[config.mk]
export PLATFORM = sky130hd
export DESIGN_NAME = branch_resolve_bht_flat
export DESIGN_NICKNAME = d
export VERILOG_FILES = /design/src/rtl/branch_resolve_bht_if.sv /design/src/rtl/branch_resolve_bht.sv /design/src/flat_wrapper.sv
export SDC_FILE = /design/constraint.sdc
export NUM_CORES = 1
export LEC_CHECK = 0
export ABC_AREA = 1
export BUFFER_PORTS_ARGS = -buffer_cell sky130_fd_sc_hd__buf_2
export CORE_UTILIZATION = 35
export DETAILED_ROUTE_END_ITERATION = 12
export GPL_TIMING_DRIVEN = 0
export SLEW_MARGIN = 30
export SYNTH_ARGS = -nofsm -noshare
export SYNTH_HDL_FRONTEND = slang
export SYNTH_SLANG_ARGS = --single-unit
[constraint.sdc]
create_clock -name clk -period 4.25 [get_ports clk]
set_clock_uncertainty 0.15 [all_clocks]
set_input_delay 0.6375 -clock clk [delete_from_list [all_inputs] [get_ports clk]]
set_output_delay 0.6375 -clock clk [all_outputs]
set_load 0.02 [all_outputs]
[src/rtl/branch_resolve_bht_if.sv]
// Fetch-lookup and EX-resolve signal bundle for branch_resolve_bht.
// master = pipeline side, slave = branch resolver / BHT.
interface branch_resolve_bht_if #(
  parameter int XLEN = 32
);
  logic [XLEN-1:0] pred_pc;
  logic            pred_taken;
  logic            res_valid;
  logic            res_kill;
  logic [XLEN-1:0] res_pc;
  logic [2:0]      res_funct3;
  logic [XLEN-1:0] res_rs1;
  logic [XLEN-1:0] res_rs2;
  logic            res_pred_taken;
  logic [XLEN-1:0] res_target;
  logic [XLEN-1:0] res_fallthrough;
  logic            branch_taken;
  logic            redirect;
  logic [XLEN-1:0] redirect_pc;
  logic            illegal;

  modport master (
    output pred_pc, res_valid, res_kill, res_pc, res_funct3, res_rs1, res_rs2,
           res_pred_taken, res_target, res_fallthrough,
    input  pred_taken, branch_taken, redirect, redirect_pc, illegal
  );

  modport slave (
    input  pred_pc, res_valid, res_kill, res_pc, res_funct3, res_rs1, res_rs2,
           res_pred_taken, res_target, res_fallthrough,
    output pred_taken, branch_taken, redirect, redirect_pc, illegal
  );
endinterface

[src/rtl/branch_resolve_bht.sv]
// Branch resolver with direct-mapped 2-bit-counter BHT; combinational lookup, redirect registered 1 cycle after resolve.
// Always ready, no backpressure. Optional counters under macro BRANCH_STATS_EN.
module branch_resolve_bht #(
  parameter int         XLEN      = 32,
  parameter int         BHT_DEPTH = 64,
  parameter logic [1:0] CTR_INIT  = 2'b01
) (
  input  logic                  clk,
  input  logic                  rst_n,
  branch_resolve_bht_if.slave   bus
`ifdef BRANCH_STATS_EN
  ,
  output logic [31:0]           stat_branches,
  output logic [31:0]           stat_mispredicts
`endif
);

  localparam int IDX_W = $clog2(BHT_DEPTH);

  logic [1:0]      r_bht [BHT_DEPTH];
  logic            r_branch_taken;
  logic            r_redirect;
  logic [XLEN-1:0] r_redirect_pc;
  logic            r_illegal;

  logic [IDX_W-1:0] w_pred_idx;
  logic [IDX_W-1:0] w_res_idx;
  logic             w_taken;
  logic             w_accept;
  logic             w_illegal;
  logic             w_update;
  logic             w_mispredict;
  logic             w_unused_pc_bits;

  assign w_pred_idx = bus.pred_pc[IDX_W+1:2];
  assign w_res_idx  = bus.res_pc[IDX_W+1:2];
  assign w_unused_pc_bits = ^{bus.pred_pc[XLEN-1:IDX_W+2], bus.pred_pc[1:0],
                              bus.res_pc[XLEN-1:IDX_W+2], bus.res_pc[1:0]};

  // No bypass: a same-cycle update becomes visible on the next cycle.
  assign bus.pred_taken = r_bht[w_pred_idx][1];

  always_comb begin
    w_taken = 1'b0;
    case (bus.res_funct3)
      3'b000:  w_taken = (bus.res_rs1 == bus.res_rs2);
      3'b001:  w_taken = (bus.res_rs1 != bus.res_rs2);
      3'b100:  w_taken = ($signed(bus.res_rs1) <  $signed(bus.res_rs2));
      3'b101:  w_taken = ($signed(bus.res_rs1) >= $signed(bus.res_rs2));
      3'b110:  w_taken = (bus.res_rs1 <  bus.res_rs2);
      3'b111:  w_taken = (bus.res_rs1 >= bus.res_rs2);
      default: w_taken = 1'b0;
    endcase
  end

  assign w_accept     = bus.res_valid & ~bus.res_kill;
  assign w_illegal    = (bus.res_funct3[2:1] == 2'b01);
  assign w_update     = w_accept & ~w_illegal;
  assign w_mispredict = w_taken != bus.res_pred_taken;

  always_ff @(posedge clk) begin
    if (!rst_n) begin
      for (int i = 0; i < BHT_DEPTH; i++) begin
        r_bht[i] <= CTR_INIT;
      end
      r_branch_taken <= 1'b0;
      r_redirect     <= 1'b0;
      r_redirect_pc  <= '0;
      r_illegal      <= 1'b0;
    end else begin
      r_branch_taken <= w_update & w_taken;
      r_redirect     <= w_update & w_mispredict;
      r_illegal      <= w_accept & w_illegal;
      if (w_update) begin
        r_redirect_pc <= w_taken ? bus.res_target : bus.res_fallthrough;
        if (w_taken && (r_bht[w_res_idx] != 2'b11)) begin
          r_bht[w_res_idx] <= r_bht[w_res_idx] + 2'd1;
        end else if (!w_taken && (r_bht[w_res_idx] != 2'b00)) begin
          r_bht[w_res_idx] <= r_bht[w_res_idx] - 2'd1;
        end
      end
    end
  end

  assign bus.branch_taken = r_branch_taken;
  assign bus.redirect     = r_redirect;
  assign bus.redirect_pc  = r_redirect_pc;
  assign bus.illegal      = r_illegal;

`ifdef BRANCH_STATS_EN
  logic [31:0] r_stat_branches;
  logic [31:0] r_stat_mispredicts;

  always_ff @(posedge clk) begin
    if (!rst_n) begin
      r_stat_branches    <= '0;
      r_stat_mispredicts <= '0;
    end else if (w_update) begin
      r_stat_branches <= r_stat_branches + 32'd1;
      if (w_mispredict) begin
        r_stat_mispredicts <= r_stat_mispredicts + 32'd1;
      end
    end
  end

  assign stat_branches    = r_stat_branches;
  assign stat_mispredicts = r_stat_mispredicts;
`endif

endmodule

[src/flat_wrapper.sv]
// flat-port wrapper written by rule: the top's interface ports become plain ports
module branch_resolve_bht_flat 
#(
  parameter int         XLEN      = 32,
  parameter int         BHT_DEPTH = 64,
  parameter logic [1:0] CTR_INIT  = 2'b01
)
  (clk, rst_n, bus_pred_pc, bus_res_valid, bus_res_kill, bus_res_pc, bus_res_funct3, bus_res_rs1, bus_res_rs2, bus_res_pred_taken, bus_res_target, bus_res_fallthrough, bus_pred_taken, bus_branch_taken, bus_redirect, bus_redirect_pc, bus_illegal);
  branch_resolve_bht_if #(.XLEN(XLEN)) bus_i ();
  input  logic clk;
  input  logic rst_n;
  input wire logic [$bits(bus_i.pred_pc)-1:0] bus_pred_pc;
  input wire logic [$bits(bus_i.res_valid)-1:0] bus_res_valid;
  input wire logic [$bits(bus_i.res_kill)-1:0] bus_res_kill;
  input wire logic [$bits(bus_i.res_pc)-1:0] bus_res_pc;
  input wire logic [$bits(bus_i.res_funct3)-1:0] bus_res_funct3;
  input wire logic [$bits(bus_i.res_rs1)-1:0] bus_res_rs1;
  input wire logic [$bits(bus_i.res_rs2)-1:0] bus_res_rs2;
  input wire logic [$bits(bus_i.res_pred_taken)-1:0] bus_res_pred_taken;
  input wire logic [$bits(bus_i.res_target)-1:0] bus_res_target;
  input wire logic [$bits(bus_i.res_fallthrough)-1:0] bus_res_fallthrough;
  output wire logic [$bits(bus_i.pred_taken)-1:0] bus_pred_taken;
  output wire logic [$bits(bus_i.branch_taken)-1:0] bus_branch_taken;
  output wire logic [$bits(bus_i.redirect)-1:0] bus_redirect;
  output wire logic [$bits(bus_i.redirect_pc)-1:0] bus_redirect_pc;
  output wire logic [$bits(bus_i.illegal)-1:0] bus_illegal;
  assign bus_i.pred_pc = bus_pred_pc;
  assign bus_i.res_valid = bus_res_valid;
  assign bus_i.res_kill = bus_res_kill;
  assign bus_i.res_pc = bus_res_pc;
  assign bus_i.res_funct3 = bus_res_funct3;
  assign bus_i.res_rs1 = bus_res_rs1;
  assign bus_i.res_rs2 = bus_res_rs2;
  assign bus_i.res_pred_taken = bus_res_pred_taken;
  assign bus_i.res_target = bus_res_target;
  assign bus_i.res_fallthrough = bus_res_fallthrough;
  assign bus_pred_taken = bus_i.pred_taken;
  assign bus_branch_taken = bus_i.branch_taken;
  assign bus_redirect = bus_i.redirect;
  assign bus_redirect_pc = bus_i.redirect_pc;
  assign bus_illegal = bus_i.illegal;
  branch_resolve_bht #(.XLEN(XLEN), .BHT_DEPTH(BHT_DEPTH), .CTR_INIT(CTR_INIT)) u_core (.clk(clk), .rst_n(rst_n), .bus(bus_i));
endmodule
==> results of run 1 <==
-- synth_stat cells (all sizes together) --
| cell | count | area [µm²] |
|---|---|---|
| o32ai | 1 | 8.76 |
| a21oi | 84 | 420 |
| edfxtp | 128 | 3840 |
| o311ai | 4 | 35.0 |
| ha | 32 | 400 |
| or2 | 7 | 43.8 |
| nor3b | 1 | 12.5 |
| inv | 142 | 533 |
| nor2 | 133 | 499 |
| o22ai | 11 | 68.8 |
| o221ai | 3 | 26.3 |
| dfxtp | 35 | 701 |
| a21o | 1 | 7.51 |
| and2 | 2 | 12.5 |
| nand3 | 120 | 606 |
| o21a | 2 | 15.0 |
| a22oi | 4 | 30.0 |
| clkbuf | 55 | 206 |
| buf | 44 | 256 |
| nor3 | 10 | 85.1 |
| nand2 | 393 | 1480 |
| o21ai | 57 | 285 |
| xnor2 | 1 | 8.76 |
| nand4 | 71 | 444 |
| clkinv | 3 | 11.3 |
| o31ai | 1 | 7.51 |
| nand3b | 2 | 15.0 |
-- layout make-up --
cell class,instances,area [µm²],area share
Inverter,145,544,0.0453
Clock inverter,15,150,0.0125
Clock buffer,17,425,0.0354
Timing Repair Buffer,180,901,0.0750
Tap cell,378,473,0.0394
Multi-Input combinational cell,940,4510,0.376
Sequential cell,163,4540,0.378
Buffer,99,463,0.0385
-- final timing paths --
path	from	end	cells past startpoint
setup / recovery	bus_pred_pc[2]	bus_pred_taken	10
hold / removal	bus_res_funct3[2]	u_core.bus.illegal$_SDFF_PN0_	2
setup reg to reg	u_core.r_bht[41][1]$_SDFFCE_PN0P_	u_core.r_bht[12][0]$_SDFFCE_PN1P_	15
hold reg to reg	u_core.bus.redirect_pc[22]$_SDFFE_PN0P_	u_core.bus.redirect_pc[22]$_SDFFE_PN0P_	2
-- through the flow --
| stage | instance area (µm²) | setup WS [ns] | hold slack (ns) | util | total power, µW |
|---|---|---|---|---|---|
| 2_1_floorplan | 10100 | 1.23 | 0.393 | - | 2280 |
| 3_3_place_gp | 11400 | 0.230 | 0.299 | 0.408 | 2590 |
| 3_5_place_dp | 11400 | 0.177 | 0.302 | 0.408 | 2600 |
| 4_1_cts | 12000 | 0.255 | 0.259 | 0.429 | 4090 |
| 5_1_grt | 12000 | 0.113 | 0.260 | 0.429 | 4260 |
| 6_report | 12000 | 0.151 | 0.261 | 0.429 | 4120 |
-- layer usage --
metal	part of all wire	track usage	wire length (µm)	vias up
li1	-	-	-	4875
met1	0.40	0.327	14600	4704
met2	0.45	0.415	16600	635
met3	0.12	0.0653	4490	66
met4	0.027	0.0881	1010	0
met5	0	0	0	-
-- worst reg2reg max path, stage by stage (launching register included) --
cell,delay (ns)
sky130_fd_sc_hd__edfxtp_1,0.39
sky130_fd_sc_hd__nand2_1,0.08
sky130_fd_sc_hd__o21ai_0,0.08
sky130_fd_sc_hd__and2_0,0.16
sky130_fd_sc_hd__o21ai_1,0.16
sky130_fd_sc_hd__nand2_1,0.10
sky130_fd_sc_hd__nand2_1,0.08
sky130_fd_sc_hd__nand2_1,0.07
sky130_fd_sc_hd__inv_2,0.05
sky130_fd_sc_hd__nand2_1,0.09
sky130_fd_sc_hd__o21ai_1,0.40
sky130_fd_sc_hd__nand3_1,0.15
sky130_fd_sc_hd__nand2_1,0.13
sky130_fd_sc_hd__buf_2,0.36
sky130_fd_sc_hd__buf_2,0.31
sky130_fd_sc_hd__nand4_1,0.11
-- cell families after synthesis --
kind of cell	after synthesis	share of synthesized area
simple gates	739	0.318
buf+inv	244	0.100
compound gates	168	0.0899
flops	163	0.452
fa+ha+maj	32	0.0398
xor+xnor	1	0.000871
-- where the power goes --
group	switching (µW)	internal, µW
clock network	716	821
registers	25.5	1750
logic	571	233
-- flip-flops by register name, summed over array words and instances, names as in the netlist --
signal,cells
u_core.r_bht,128
u_core.bus.branch_taken,1
u_core.bus.redirect,1
u_core.bus.redirect_pc,32
u_core.bus.illegal,1
==> reports/qor.log, run 1 <==
[outcome] result of the run finished, final reports clean
[clocking] number of cells upsized or downsized after cts 0
[floorplan] die span in y 172 µm
[layout] most used cells in the layout excluding fill and tap cells 392 x sky130_fd_sc_hd__nand2_1, 214 x sky130_fd_sc_hd__buf_2, 133 x sky130_fd_sc_hd__nor2_1, 128 x sky130_fd_sc_hd__edfxtp_1, 125 x sky130_fd_sc_hd__inv_1
[setup_path] critical path fanouts, max 10
[floorplan] site row count 61
[setup_path] cells along the critical path buf_2, clkbuf_1, clkbuf_1, o21ai_0, o221ai_1, o311ai_0, o311ai_0, nand3_1, o31ai_1, buf_2
[clocking] master cell of the clock root buffer sky130_fd_sc_hd__clkbuf_16
[setup_path] endpoint kind of the worst setup timing path output port
[setup_path] Worst Path Buf+Inv 4
[clocking] CTS sink count 163
[setup_path] critical path type in2out
[min_path] type of the most critical hold path in2reg
[layout] antenna cell count 0
[timing] final period demand of the worst path 4.10 ns
[setup_path] reg-to-reg setup timing slack 1.10 ns
[setup_path] cell family contributing the most delay on the critical path buffers and inverters
[clocking] hold buffers post-CTS 0
[power] peak supply drop 0.270 mV
[route] aggregate routed wire length 36.7 mm
[placed_design] final weighted congestion in routability-driven placement 0.997
[synthesis] synthesized net count 1579
[timing] fin crit share 0.965
[synthesis] cells after synthesis 1347
[timing] actual slew at the worst max-slew pin 1.07 ns
[placed_design] final HPWL from detailed placement 26.3 mm
[clocking] maximum number of buffers from clock root to sink 2
[floorplan] total die area 0.0294 mm²
[setup_path] Data arrival, critical path 3.31 ns
[placed_design] number of I/O port buffers 180
[grt] total congestion overflow after global routing 0
[timing] maximum clock frequency 244 MHz
[clocking] H-tree levels 4
[grt] first-pass GRT wire length 55.5 mm
[setup_path] Critical-path top delay cell sky130_fd_sc_hd__clkbuf_1
[layout] most common library cell in the layout ignoring fill and taps sky130_fd_sc_hd__nand2_1
[setup_path] delay contributed by the slowest stage of the critical path 0.66 ns
[synthesis] fraction of the yosys area taken by sequential cells 0.452
[clocking] clk_lat worst skew 0.44 ns
[layout] fraction of final layout cells with drive strength greater than 1 0.181
[route] # DRC 0
[timing] max-slew violation total from the final report 0
[route] wire length per cell after detailed routing 19.0 µm
[power] leak pwr 0.00540 µW
[grt] pin count of the biggest net entering global routing 17
[synthesis] number of distinct library cells after synthesis 37
[placed_design] placed instance count 1905
[floorplan] placeable core area 0.0280 mm²
[timing] Final Setup Violations 0
[timing] endpoints failing hold 0
[floorplan] count of boundary I/O pins 236
[synthesis] mean area per synthesized cell 7.47 µm²
[timing] Total Negative Setup Slacks 0 ns
[layout] Cell Count, Final, Fillers Out 1937
[route] iteration-0 DRC count of the detailed router 1087
[route] total number of vias 10300
[synthesis] synthesis-stage register bit count 163
[grt] number of global-route vias before repair 9679
[floorplan] starting density of the core 0.359
[clocking] Post-CTS Setup Inserts 0
[clocking] clock slew at reported path FFs 0.07 ns
[timing] RSZ-0062 raised after global routing false
[floorplan] width of the die 172 µm
[synthesis] yosys synthesis warning count 0
[timing] Rel. slew slack 0.290
[layout] fillers 2862
[layout] Area growth syn-to-layout 19.4%
[power] PD cells 343 mW/mm²
[layout] count of nets after finishing 1778
[clocking] TritonCTS clock tree done
[grt] combined global-route utilization of all metal layers 0.255
[grt] initial antenna violation count 0
[clocking] number of buffers created by CTS 17
[route] total iterations of the first detailed-routing run 6
[run] max-capacitance violation count 0
[route] Antenna Violating Nets Remaining 0
[synthesis] post-synthesis instance area 0.0101 mm²
[setup_path] data required time of the critical path 3.46 ns
[setup_path] critical path launch point type primary input
[route] vias per inst 5.31
Note: power is estimated with default switching activity, not from simulation.
==> inputs of run 2 (changes only) <==
REMOVE_ABC_BUFFERS = 1   (was not set)
clock period = 5.11 ns   (was 4.25 ns; I/O delays follow)
==> run 2 against run 1 <==
  * Worst hold slack improved by 0.051 ns
  * Global-route usage fell by 5.5 points
  * Flip-flop and latch count did not move
  * Critical path depth rose by 8
  * Die area did not move
  * Combinational power fell by 24%
  * Setup slack improved by 0.37 ns
  * Wire length fell by 20%
  * Total power fell by 20%
  * Clock power fell by 21%
  * Largest cell class is now multi-input combinational cells
==> reports/qor.log, run 2 (synthesis gave the netlist of run 1 again) <==
[layout] count of nets after finishing 1691
[clocking] maximum number of buffers from clock root to sink 2
[layout] most used cells in the layout excluding fill and tap cells 391 x sky130_fd_sc_hd__nand2_1, 181 x sky130_fd_sc_hd__buf_2, 132 x sky130_fd_sc_hd__nor2_1, 128 x sky130_fd_sc_hd__edfxtp_1, 123 x sky130_fd_sc_hd__inv_1
[floorplan] total die area 0.0294 mm²
[route] met2 wire length 15.0 mm
[setup_path] critical path launch point type primary input
[clocking] CTS sink count 163
[grt] first-pass GRT wire length 45.7 mm
[route] Antenna Violating Nets Remaining 0
[setup_path] critical path type in2reg
[timing] Final Setup Violations 0
[setup_path] cell family contributing the most delay on the critical path simple AND/OR/NAND/NOR gates
[setup_path] most frequent cell on the critical path sky130_fd_sc_hd__nand2_1
[placed_design] placed instance count 1817
[power] peak supply drop 0.235 mV
[layout] Cell Count, Final, Fillers Out 1850
[route] detailed-routed wire length on met3 1.57 mm
[floorplan] count of boundary I/O pins 236
[placed_design] number of I/O port buffers 183
[setup_path] cells along the critical path buf_2, inv_1, ha_1, nand2_1, nor2_1, nand2_1, nor3b_2, nand2_1, nand2_1, o21ai_1, inv_1, nand2_1, nor2_1, nand3_2, inv_4, nand3_1, nand2_4, nor2_1
[route] total number of vias 9549
[placed_design] final HPWL from detailed placement 18.8 mm
[timing] actual slew at the worst max-slew pin 0.864 ns
[floorplan] placeable core area 0.0280 mm²
[route] aggregate routed wire length 29.5 mm
[min_path] type of the most critical hold path reg2reg
[layout] fraction of final layout cells with drive strength greater than 1 0.175
[clocking] number of buffers created by CTS 17
[timing] final period demand of the worst path 4.59 ns
[grt] pin count of the biggest net entering global routing 67
[route] # DRC 0
[setup_path] data required time of the critical path 5.10 ns
[clocking] clock slew at reported path FFs 0.06 ns
[grt] number of global-route vias before repair 8780
[placed_design] final weighted congestion in routability-driven placement 0.796
[clocking] TritonCTS clock tree done
[layout] number of flip-flops in the largest register 128
[setup_path] Data arrival, critical path 4.58 ns
[timing] worst hold-check slack 0.311 ns
[setup_path] Critical-path top delay cell sky130_fd_sc_hd__nand3_2
[timing] Rel. slew slack 0.423
[layout] Top reg by flops u_core.r_bht
[run] max-capacitance violation count 0
[timing] RSZ-0062 raised after global routing false
[floorplan] die span in y 172 µm
[clocking] hold buffers post-CTS 0
[route] wire length per cell after detailed routing 16.0 µm
[timing] maximum clock frequency 218 MHz
[route] vias per inst 5.16
[floorplan] width of the die 172 µm
[power] Power Total 3310 µW
[setup_path] critical path fanouts, max 64
[route] Top Metal Used met4
[clocking] H-tree levels 4
[floorplan] site row count 61
[clocking] clk_lat worst skew 0.43 ns
[route] iteration-0 DRC count of the detailed router 718
[outcome] result of the run finished, final reports clean
[timing] fin crit share 0.898
[grt] combined global-route utilization of all metal layers 0.200
[route] M1 wire length 12.2 mm
[grt] initial antenna violation count 0
[route] total iterations of the first detailed-routing run 7
[timing] max-slew violation total from the final report 0
[clocking] master cell of the clock root buffer sky130_fd_sc_hd__clkbuf_16
[timing] endpoints failing hold 0
[setup_path] delay contributed by the slowest stage of the critical path 0.68 ns
[grt] total congestion overflow after global routing 0
[setup_path] endpoint kind of the worst setup timing path flop
[power] leak pwr 0.00524 µW
[power] PD cells 281 mW/mm²
[layout] most common library cell in the layout ignoring fill and taps sky130_fd_sc_hd__nand2_1
[layout] antenna cell count 0
[layout] Area growth syn-to-layout 16.9%
[setup_path] Worst Path Buf+Inv 4
[floorplan] starting density of the core 0.359
[run 2: layer usage]
metal	vias up	GRT usage
li1	4706	-
met1	4466	0.249
met2	319	0.350
met3	58	0.0205
met4	0	0.0854
met5	-	0
[run 2: worst paths after layout]
path	startpoint	cells after the start	slack [ns]	end
min	u_core.bus.redirect_pc[30]$_SDFFE_PN0P_	2	0.31	u_core.bus.redirect_pc[30]$_SDFFE_PN0P_
max	bus_res_rs2[31]	18	0.52	u_core.r_bht[61][1]$_SDFFCE_PN0P_
min reg2reg	u_core.bus.redirect_pc[30]$_SDFFE_PN0P_	2	0.31	u_core.bus.redirect_pc[30]$_SDFFE_PN0P_
max reg2reg	u_core.r_bht[28][0]$_SDFFCE_PN1P_	15	1.88	u_core.r_bht[52][0]$_SDFFCE_PN1P_
[run 2: worst register-to-register path: stages (launching register included)]
cell and delay [ns]:
sky130_fd_sc_hd__edfxtp_1 0.37, sky130_fd_sc_hd__nand2_1 0.08, sky130_fd_sc_hd__a21oi_1 0.08, sky130_fd_sc_hd__or2_0 0.25, sky130_fd_sc_hd__nand2_1 0.06, sky130_fd_sc_hd__nand2_1 0.06, sky130_fd_sc_hd__nand2_1 0.10, sky130_fd_sc_hd__nand2_1 0.12
sky130_fd_sc_hd__inv_2 0.07, sky130_fd_sc_hd__nand4_1 0.12, sky130_fd_sc_hd__o21ai_1 0.20, sky130_fd_sc_hd__nand3_1 0.23, sky130_fd_sc_hd__nand2_8 0.42, sky130_fd_sc_hd__buf_16 0.30, sky130_fd_sc_hd__nand3_1 0.20, sky130_fd_sc_hd__nand2_1 0.13
[run 2: power breakdown]
group          total [µW]  internal [µW]  switching [µW]
combinational         609            185             424
sequential           1480           1460            18.2
clock                1220            673             549
total                3310           2320             991
[run 2: final cells by class]
type | instances | area (µm²)
clock inverters | 15 | 131
clock buffers | 17 | 425
fillers | 2867 | 16300
well taps | 378 | 473
flip-flops and latches | 163 | 4540
repair buffers | 192 | 1050
inverters | 145 | 548
multi-input cells | 940 | 4590
[run 2: stage by stage]
step / util / instance area, µm² / TNS (ns) / setup slack (ns)
final: 0.420 / 11800 / 0 / 0.519
after global routing: 0.420 / 11800 / 0 / 0.0109
after CTS: 0.419 / 11700 / 0 / 0.377
after detailed placement: 0.399 / 11200 / -218.22 / -1.08
after global placement: 0.392 / 11000 / -1464.34 / -5.85
after floorplan: - / 9600 / -299.58 / -1.27
[run 2: what timing repair did]
| action | CTS | global route |
|---|---|---|
| gates resized for setup | 2 | 1 |
| buffers inserted | 1 | 0 |
| endpoints found under the setup margin | 256 | 63 |
